===== src/rtl/mips_multicycle_ctrl_if.sv =====
`default_nettype none
// +----------------------------------------------------------------------------+
// | Module      : mips_multicycle_ctrl_if                                      |
// | Description : Control bus between the multicycle MIPS controller (master)  |
// |               and the datapath (slave): decode inputs and control outputs. |
// | Revision    : 1.0 - initial release                                        |
// +----------------------------------------------------------------------------+
interface mips_multicycle_ctrl_if;
    logic [5:0] op;
    logic [5:0] funct;
    logic       zero;
    logic       iord;
    logic       mem_write;
    logic       ir_write;
    logic       reg_dst;
    logic       mem_to_reg;
    logic       reg_write;
    logic       alu_src_a;
    logic [1:0] alu_src_b;
    logic [1:0] pc_src;
    logic       pc_en;
    logic [3:0] alu_control;
    logic [3:0] state;

    modport master (
        input  op, funct, zero,
        output iord, mem_write, ir_write, reg_dst, mem_to_reg, reg_write,
               alu_src_a, alu_src_b, pc_src, pc_en, alu_control, state
    );

    modport slave (
        output op, funct, zero,
        input  iord, mem_write, ir_write, reg_dst, mem_to_reg, reg_write,
               alu_src_a, alu_src_b, pc_src, pc_en, alu_control, state
    );
endinterface
`default_nettype wire


===== src/rtl/mips_multicycle_ctrl.sv =====
`default_nettype none
// +----------------------------------------------------------------------------+
// | Module      : mips_multicycle_ctrl                                         |
// | Description : Moore-FSM control unit for a multicycle MIPS datapath.       |
// |               Optional macro MIPS_CTRL_BNE_EN adds bne support.            |
// | Revision    : 1.0 - initial release                                        |
// +----------------------------------------------------------------------------+
module mips_multicycle_ctrl (
    input  wire logic              clk,
    input  wire logic              reset,
    mips_multicycle_ctrl_if.master bus
);

    typedef enum logic [3:0] {
        S_FETCH   = 4'd0,
        S_DECODE  = 4'd1,
        S_MEMADR  = 4'd2,
        S_MEMRD   = 4'd3,
        S_MEMWB   = 4'd4,
        S_MEMWR   = 4'd5,
        S_EXECUTE = 4'd6,
        S_ALUWB   = 4'd7,
        S_BRANCH  = 4'd8,
        S_ADDIEX  = 4'd9,
        S_ADDIWB  = 4'd10,
        S_JUMP    = 4'd11
    } state_t;

    localparam logic [5:0] c_OP_LW   = 6'b100011;
    localparam logic [5:0] c_OP_SW   = 6'b101011;
    localparam logic [5:0] c_OP_RTYP = 6'b000000;
    localparam logic [5:0] c_OP_BEQ  = 6'b000100;
    localparam logic [5:0] c_OP_ADDI = 6'b001000;
    localparam logic [5:0] c_OP_J    = 6'b000010;
    localparam logic [3:0] c_ALU_ADD = 4'b0010;
    localparam logic [3:0] c_ALU_SUB = 4'b0110;

    state_t     r_state;
    state_t     w_next;
    logic       r_iord;
    logic       r_mem_write;
    logic       r_ir_write;
    logic       r_reg_dst;
    logic       r_mem_to_reg;
    logic       r_reg_write;
    logic       r_alu_src_a;
    logic [1:0] r_alu_src_b;
    logic [1:0] r_pc_src;
    logic       r_pc_en;
    logic [3:0] r_alu_control;
    logic [3:0] w_funct_alu;
    logic       w_take;

    always_comb begin
        w_next = S_FETCH;
        case (r_state)
            S_FETCH:   w_next = S_DECODE;
            S_DECODE: begin
                case (bus.op)
                    c_OP_LW, c_OP_SW: w_next = S_MEMADR;
                    c_OP_RTYP:        w_next = S_EXECUTE;
                    c_OP_BEQ:         w_next = S_BRANCH;
`ifdef MIPS_CTRL_BNE_EN
                    6'b000101:        w_next = S_BRANCH;
`endif
                    c_OP_ADDI:        w_next = S_ADDIEX;
                    c_OP_J:           w_next = S_JUMP;
                    default:          w_next = S_FETCH;
                endcase
            end
            S_MEMADR:  w_next = (bus.op == c_OP_SW) ? S_MEMWR : S_MEMRD;
            S_MEMRD:   w_next = S_MEMWB;
            S_EXECUTE: w_next = S_ALUWB;
            S_ADDIEX:  w_next = S_ADDIWB;
            default:   w_next = S_FETCH;
        endcase
    end

    always_comb begin
        w_funct_alu = 4'b1111;
        case (bus.funct)
            6'b100000: w_funct_alu = 4'b0010;
            6'b100010: w_funct_alu = 4'b0110;
            6'b100100: w_funct_alu = 4'b0000;
            6'b100101: w_funct_alu = 4'b0001;
            6'b101010: w_funct_alu = 4'b0111;
            default:   w_funct_alu = 4'b1111;
        endcase
    end

`ifdef MIPS_CTRL_BNE_EN
    logic r_bne;
    always_ff @(posedge clk or posedge reset) begin
        if (reset) begin
            r_bne <= 1'b0;
        end else if (r_state == S_DECODE) begin
            r_bne <= (bus.op == 6'b000101);
        end
    end
    assign w_take = r_bne ? ~bus.zero : bus.zero;
`else
    assign w_take = bus.zero;
`endif

    // Outputs are registered for the state being entered, so they are valid from its first cycle.
    always_ff @(posedge clk or posedge reset) begin
        if (reset) begin
            r_state       <= S_FETCH;
            r_iord        <= 1'b0;
            r_mem_write   <= 1'b0;
            r_ir_write    <= 1'b1;
            r_reg_dst     <= 1'b0;
            r_mem_to_reg  <= 1'b0;
            r_reg_write   <= 1'b0;
            r_alu_src_a   <= 1'b0;
            r_alu_src_b   <= 2'b01;
            r_pc_src      <= 2'b00;
            r_pc_en       <= 1'b1;
            r_alu_control <= c_ALU_ADD;
        end else begin
            r_state       <= w_next;
            r_iord        <= 1'b0;
            r_mem_write   <= 1'b0;
            r_ir_write    <= 1'b0;
            r_reg_dst     <= 1'b0;
            r_mem_to_reg  <= 1'b0;
            r_reg_write   <= 1'b0;
            r_alu_src_a   <= 1'b0;
            r_alu_src_b   <= 2'b00;
            r_pc_src      <= 2'b00;
            r_pc_en       <= 1'b0;
            r_alu_control <= c_ALU_ADD;
            case (w_next)
                S_FETCH: begin
                    r_alu_src_b <= 2'b01;
                    r_ir_write  <= 1'b1;
                    r_pc_en     <= 1'b1;
                end
                S_DECODE:  r_alu_src_b <= 2'b11;
                S_MEMADR: begin
                    r_alu_src_a <= 1'b1;
                    r_alu_src_b <= 2'b10;
                end
                S_MEMRD:   r_iord <= 1'b1;
                S_MEMWB: begin
                    r_mem_to_reg <= 1'b1;
                    r_reg_write  <= 1'b1;
                end
                S_MEMWR: begin
                    r_iord      <= 1'b1;
                    r_mem_write <= 1'b1;
                end
                S_EXECUTE: r_alu_src_a <= 1'b1;
                S_ALUWB: begin
                    r_reg_dst   <= 1'b1;
                    r_reg_write <= 1'b1;
                end
                S_BRANCH: begin
                    r_alu_src_a   <= 1'b1;
                    r_alu_control <= c_ALU_SUB;
                    r_pc_src      <= 2'b01;
                end
                S_ADDIEX: begin
                    r_alu_src_a <= 1'b1;
                    r_alu_src_b <= 2'b10;
                end
                S_ADDIWB:  r_reg_write <= 1'b1;
                S_JUMP: begin
                    r_pc_src <= 2'b10;
                    r_pc_en  <= 1'b1;
                end
                default: ;
            endcase
        end
    end

    // Write enables are gated by reset so an abort can never leak a pulse.
    assign bus.iord        = r_iord;
    assign bus.mem_write   = r_mem_write & ~reset;
    assign bus.ir_write    = r_ir_write & ~reset;
    assign bus.reg_dst     = r_reg_dst;
    assign bus.mem_to_reg  = r_mem_to_reg;
    assign bus.reg_write   = r_reg_write & ~reset;
    assign bus.alu_src_a   = r_alu_src_a;
    assign bus.alu_src_b   = r_alu_src_b;
    assign bus.pc_src      = r_pc_src;
    assign bus.pc_en       = (r_pc_en | ((r_state == S_BRANCH) & w_take)) & ~reset;
    assign bus.alu_control = (r_state == S_EXECUTE) ? w_funct_alu : r_alu_control;
    assign bus.state       = r_state;

endmodule
`default_nettype wire

===== src/flat_wrapper.sv =====
// flat-port wrapper written by rule: the top's interface ports become plain ports
module mips_multicycle_ctrl_flat 
  (clk, reset, bus_op, bus_funct, bus_zero, bus_iord, bus_mem_write, bus_ir_write, bus_reg_dst, bus_mem_to_reg, bus_reg_write, bus_alu_src_a, bus_alu_src_b, bus_pc_src, bus_pc_en, bus_alu_control, bus_state);
  mips_multicycle_ctrl_if bus_i ();
  input  wire logic clk;
  input  wire logic reset;
  input wire logic [$bits(bus_i.op)-1:0] bus_op;
  input wire logic [$bits(bus_i.funct)-1:0] bus_funct;
  input wire logic [$bits(bus_i.zero)-1:0] bus_zero;
  output wire logic [$bits(bus_i.iord)-1:0] bus_iord;
  output wire logic [$bits(bus_i.mem_write)-1:0] bus_mem_write;
  output wire logic [$bits(bus_i.ir_write)-1:0] bus_ir_write;
  output wire logic [$bits(bus_i.reg_dst)-1:0] bus_reg_dst;
  output wire logic [$bits(bus_i.mem_to_reg)-1:0] bus_mem_to_reg;
  output wire logic [$bits(bus_i.reg_write)-1:0] bus_reg_write;
  output wire logic [$bits(bus_i.alu_src_a)-1:0] bus_alu_src_a;
  output wire logic [$bits(bus_i.alu_src_b)-1:0] bus_alu_src_b;
  output wire logic [$bits(bus_i.pc_src)-1:0] bus_pc_src;
  output wire logic [$bits(bus_i.pc_en)-1:0] bus_pc_en;
  output wire logic [$bits(bus_i.alu_control)-1:0] bus_alu_control;
  output wire logic [$bits(bus_i.state)-1:0] bus_state;
  assign bus_i.op = bus_op;
  assign bus_i.funct = bus_funct;
  assign bus_i.zero = bus_zero;
  assign bus_iord = bus_i.iord;
  assign bus_mem_write = bus_i.mem_write;
  assign bus_ir_write = bus_i.ir_write;
  assign bus_reg_dst = bus_i.reg_dst;
  assign bus_mem_to_reg = bus_i.mem_to_reg;
  assign bus_reg_write = bus_i.reg_write;
  assign bus_alu_src_a = bus_i.alu_src_a;
  assign bus_alu_src_b = bus_i.alu_src_b;
  assign bus_pc_src = bus_i.pc_src;
  assign bus_pc_en = bus_i.pc_en;
  assign bus_alu_control = bus_i.alu_control;
  assign bus_state = bus_i.state;
  mips_multicycle_ctrl u_core (.clk(clk), .reset(reset), .bus(bus_i));
endmodule

===== config.mk =====
export PLATFORM = sky130hd
export DESIGN_NAME = mips_multicycle_ctrl_flat
export DESIGN_NICKNAME = d
export VERILOG_FILES = /design/src/rtl/mips_multicycle_ctrl_if.sv /design/src/rtl/mips_multicycle_ctrl.sv /design/src/flat_wrapper.sv
export SDC_FILE = /design/constraint.sdc
export NUM_CORES = 1
export LEC_CHECK = 0
export ABC_AREA = 1
export CAP_MARGIN = 20
export CORE_ASPECT_RATIO = 0.7
export CORE_MARGIN = 1.5
export CORE_UTILIZATION = 44
export DETAILED_ROUTE_END_ITERATION = 8
export GPL_TIMING_DRIVEN = 1
export MAX_ROUTING_LAYER = met4
export PLACE_DENSITY = 0.79
export RECOVER_POWER = 100
export SYNTH_ARGS = -nofsm -noshare
export SYNTH_HDL_FRONTEND = slang
export SYNTH_SLANG_ARGS = --single-unit

===== constraint.sdc =====
create_clock -name clk -period 1.8 [get_ports clk]
set_input_delay 0.36 -clock clk [delete_from_list [all_inputs] [get_ports clk]]
set_output_delay 0.36 -clock clk [all_outputs]
set_load 0.01 [all_outputs]

==> flow_summary.ini, run 1 <==
[finish]
final_area_mm2 = 0.00154
antenna_cells = 0
drive_gt1_share_pct = 32.3
stdcell_count = 221
finalNetCount = 205
largest_register_ffs = 4
syn_to_final_growth_pct = 57.8

[placed_design]
io_buffers = 34
place.detailed.hpwl_um = 1940
place_area_mm2 = 0.00142
gp_congestion = 0.846
dp_cells = 204

[synthesis]
yosys-top-cells-count = nand2_1, inv_1, nor2_1
yosys.area.top_type = dfrtp_1
netlist_instances = 129
ys.flop_type = dfrtp_1
yosysSeqAreaShare_pct = 44.0
syn_nets = 144
synth_cell_type_count = 23
synth_area_leaders = dfrtp_1, nand2_1, dfstp_2
yosysMostFrequentCell = nand2_1
netlist_area_um2 = 975
yosys_warnings = 0
synth.avg_cell_area_um2 = 7.56
synth_top_area_share_pct = 35.9
async_flop_share_pct = 100
yosys_register_bits = 17
synth_edf_count = 0

[timing]
period_needed_ns = 1.81
worst_slew_pin_slew_ns = 0.893
fin_skew_ns = 0.00637
clock.fmax_mhz = 553
setup_viol = 1
fin_crit_sh_pct = 101
drv_slew = 0
timing.final.ws_setup_ns = -0.00919
hold_viol_final = 0
relSlewSlack_pct = 40.5
rsz0062_at_grt = true

[die]
dieHeight_um = 42.4
coreArea_mm2 = 0.00212
placementRows = 14
start_util_pct = 46.0
dieArea_mm2 = 0.00251
io_pins = 35
die_x_um = 59.3

[flow_run]
cap_violations = 0

[worst_setup_path]
cp.arrival_ns = 1.45
crit_path_end_kind = output port
required_ns = 1.44
critPathMaxFanout = 3
critical_path.startpoint_type = input pin
critical_path_class = input pin to output port

[global_route]
antenna_found_initial = 0
grtUsageTotal_pct = 23.9
grt_first_pass_wirelength_um = 4430
grt_remaining_overflow = 0
grt_max_degree = 18
grt_pass1_vias = 998

[min_path]
holdCritPathClass = input pin to asynchronous set/reset pin

[drt]
route.detailed.drc = 0
viasPerCell = 4.85
vias = 1071
routed_wl_um = 2840
first_pass_iters = 4
wire_per_inst_um = 12.9
detail-route-antenna-nets = 0
drtIter0Drc = 36

[power_and_ir_drop]
max-vdd-ir-drop_mv = 0.629
p_per_area_mw_per_mm2 = 1050
leakage_uw = 0.000830

[clock_network]
clock_sinks = 17
clock_latency_ns = 0.29
clkTransAtPathRegs_ns = 0.10
clock-root-buffer = clkbuf_4
cts-htree-levels = 1
postCtsHoldBufs = 0
cts_tree = yes
cts_inserted_buffers = 3
cts_max_path_buffers = 2

[outcome]
status = complete, but fails checks
violations = negative setup slack
layout make-up:
cell class / count / area [µm²]
timing repair buffer: 56 / 467
clock buffer: 4 / 26.3
multi-input combinational: 85 / 467
inverter: 27 / 109
sequential: 17 / 429
tap: 32 / 40.0
fill: 165 / 582
power by group:
| part | internal [µW] | switching (µW) | total, µW |
|---|---|---|---|
| clock network | 86.3 | 116 | 202 |
| logic | 396 | 469 | 866 |
| registers | 497 | 43.0 | 540 |
worst paths after layout:
kind,from,to,slack (ns),cells after the start
setup / recovery,bus_funct[5],bus_alu_control[2],-0.009,8
hold / removal,reset,u_core.bus.reg_dst$_DFF_PP0_,0.51,3
setup reg to reg,u_core.bus.state[0]$_DFF_PP0_,u_core.r_pc_en$_DFF_PP1_,0.11,10
hold reg to reg,u_core.bus.state[1]$_DFF_PP0_,u_core.bus.alu_src_b[1]$_DFF_PP0_,0.68,3
max in group asynchronous,reset,u_core.r_alu_control[2]$_DFF_PP0_,0.74,3
min in group clk,u_core.bus.state[1]$_DFF_PP0_,u_core.bus.alu_src_b[1]$_DFF_PP0_,0.68,3
per-stage QoR:
stage	power [µW]	worst slack [ns]	util (%)	hold slack [ns]	TNS [ns]
after floorplan	973	0.381	-	0.284	0
after global placement	1300	-0.523	67.1	0.673	-2.20
after detailed placement	1330	-0.624	67.1	0.665	-2.85
after CTS	1570	-0.00467	71.1	0.282	-0.00467
after global routing	1720	-0.0493	72.6	0.592	-0.184
final	1610	-0.00919	72.6	0.508	-0.00919
layer usage:
layer | wire length, µm | GRT usage, %
met1 | 1290 | 31.2
met2 | 1370 | 37.6
met3 | 116 | 5.86
met4 | 64 | 5.45
met5 | 0 | -
logic make-up after synthesis:
logic type             count (synthesis)  synth area share (%)
AO/OA/AOI/OAI                          6                  4.62
buffers and inverters                 27                  10.7
flip-flops                            17                  44.0
AND/OR/NAND/NOR                       79                  40.7
cells in the final DEF, fill, tap and decap left out, drive strengths merged, types with 2 or more instances in the layout:
master / count
dfstp: 3
nand3: 11
nand2: 26
clkdlybuf4s50: 10
o211ai: 2
clkbuf: 11
inv: 26
nor3: 3
dlygate4sd2: 2
nor2: 32
dlygate4sd3: 11
buf: 26
a21oi: 2
nand4: 3
nor4: 2
dfrtp: 14
critical path: stages:
cell      delay (ns)
buf_8           0.08
inv_6           0.04
nor3_4          0.23
nand4_1         0.18
o211ai_1        0.21
buf_4           0.18
a21oi_2         0.04
buf_2           0.14
timing repair:
action / 4_1_cts / 5_1_grt
gates resized for setup: 39 / 23
setup endpoints to repair: 8 / 5
pin swaps: 9 / 8
setup buffers: 9 / 4
(Power assumes the default switching activity.)
==> inputs of run 2 (changes only) <==
HOLD_SLACK_MARGIN = 0.05   (was unset)
==> results of run 2 <==
Final layout, timing and power as in run 1 (identical DEF).
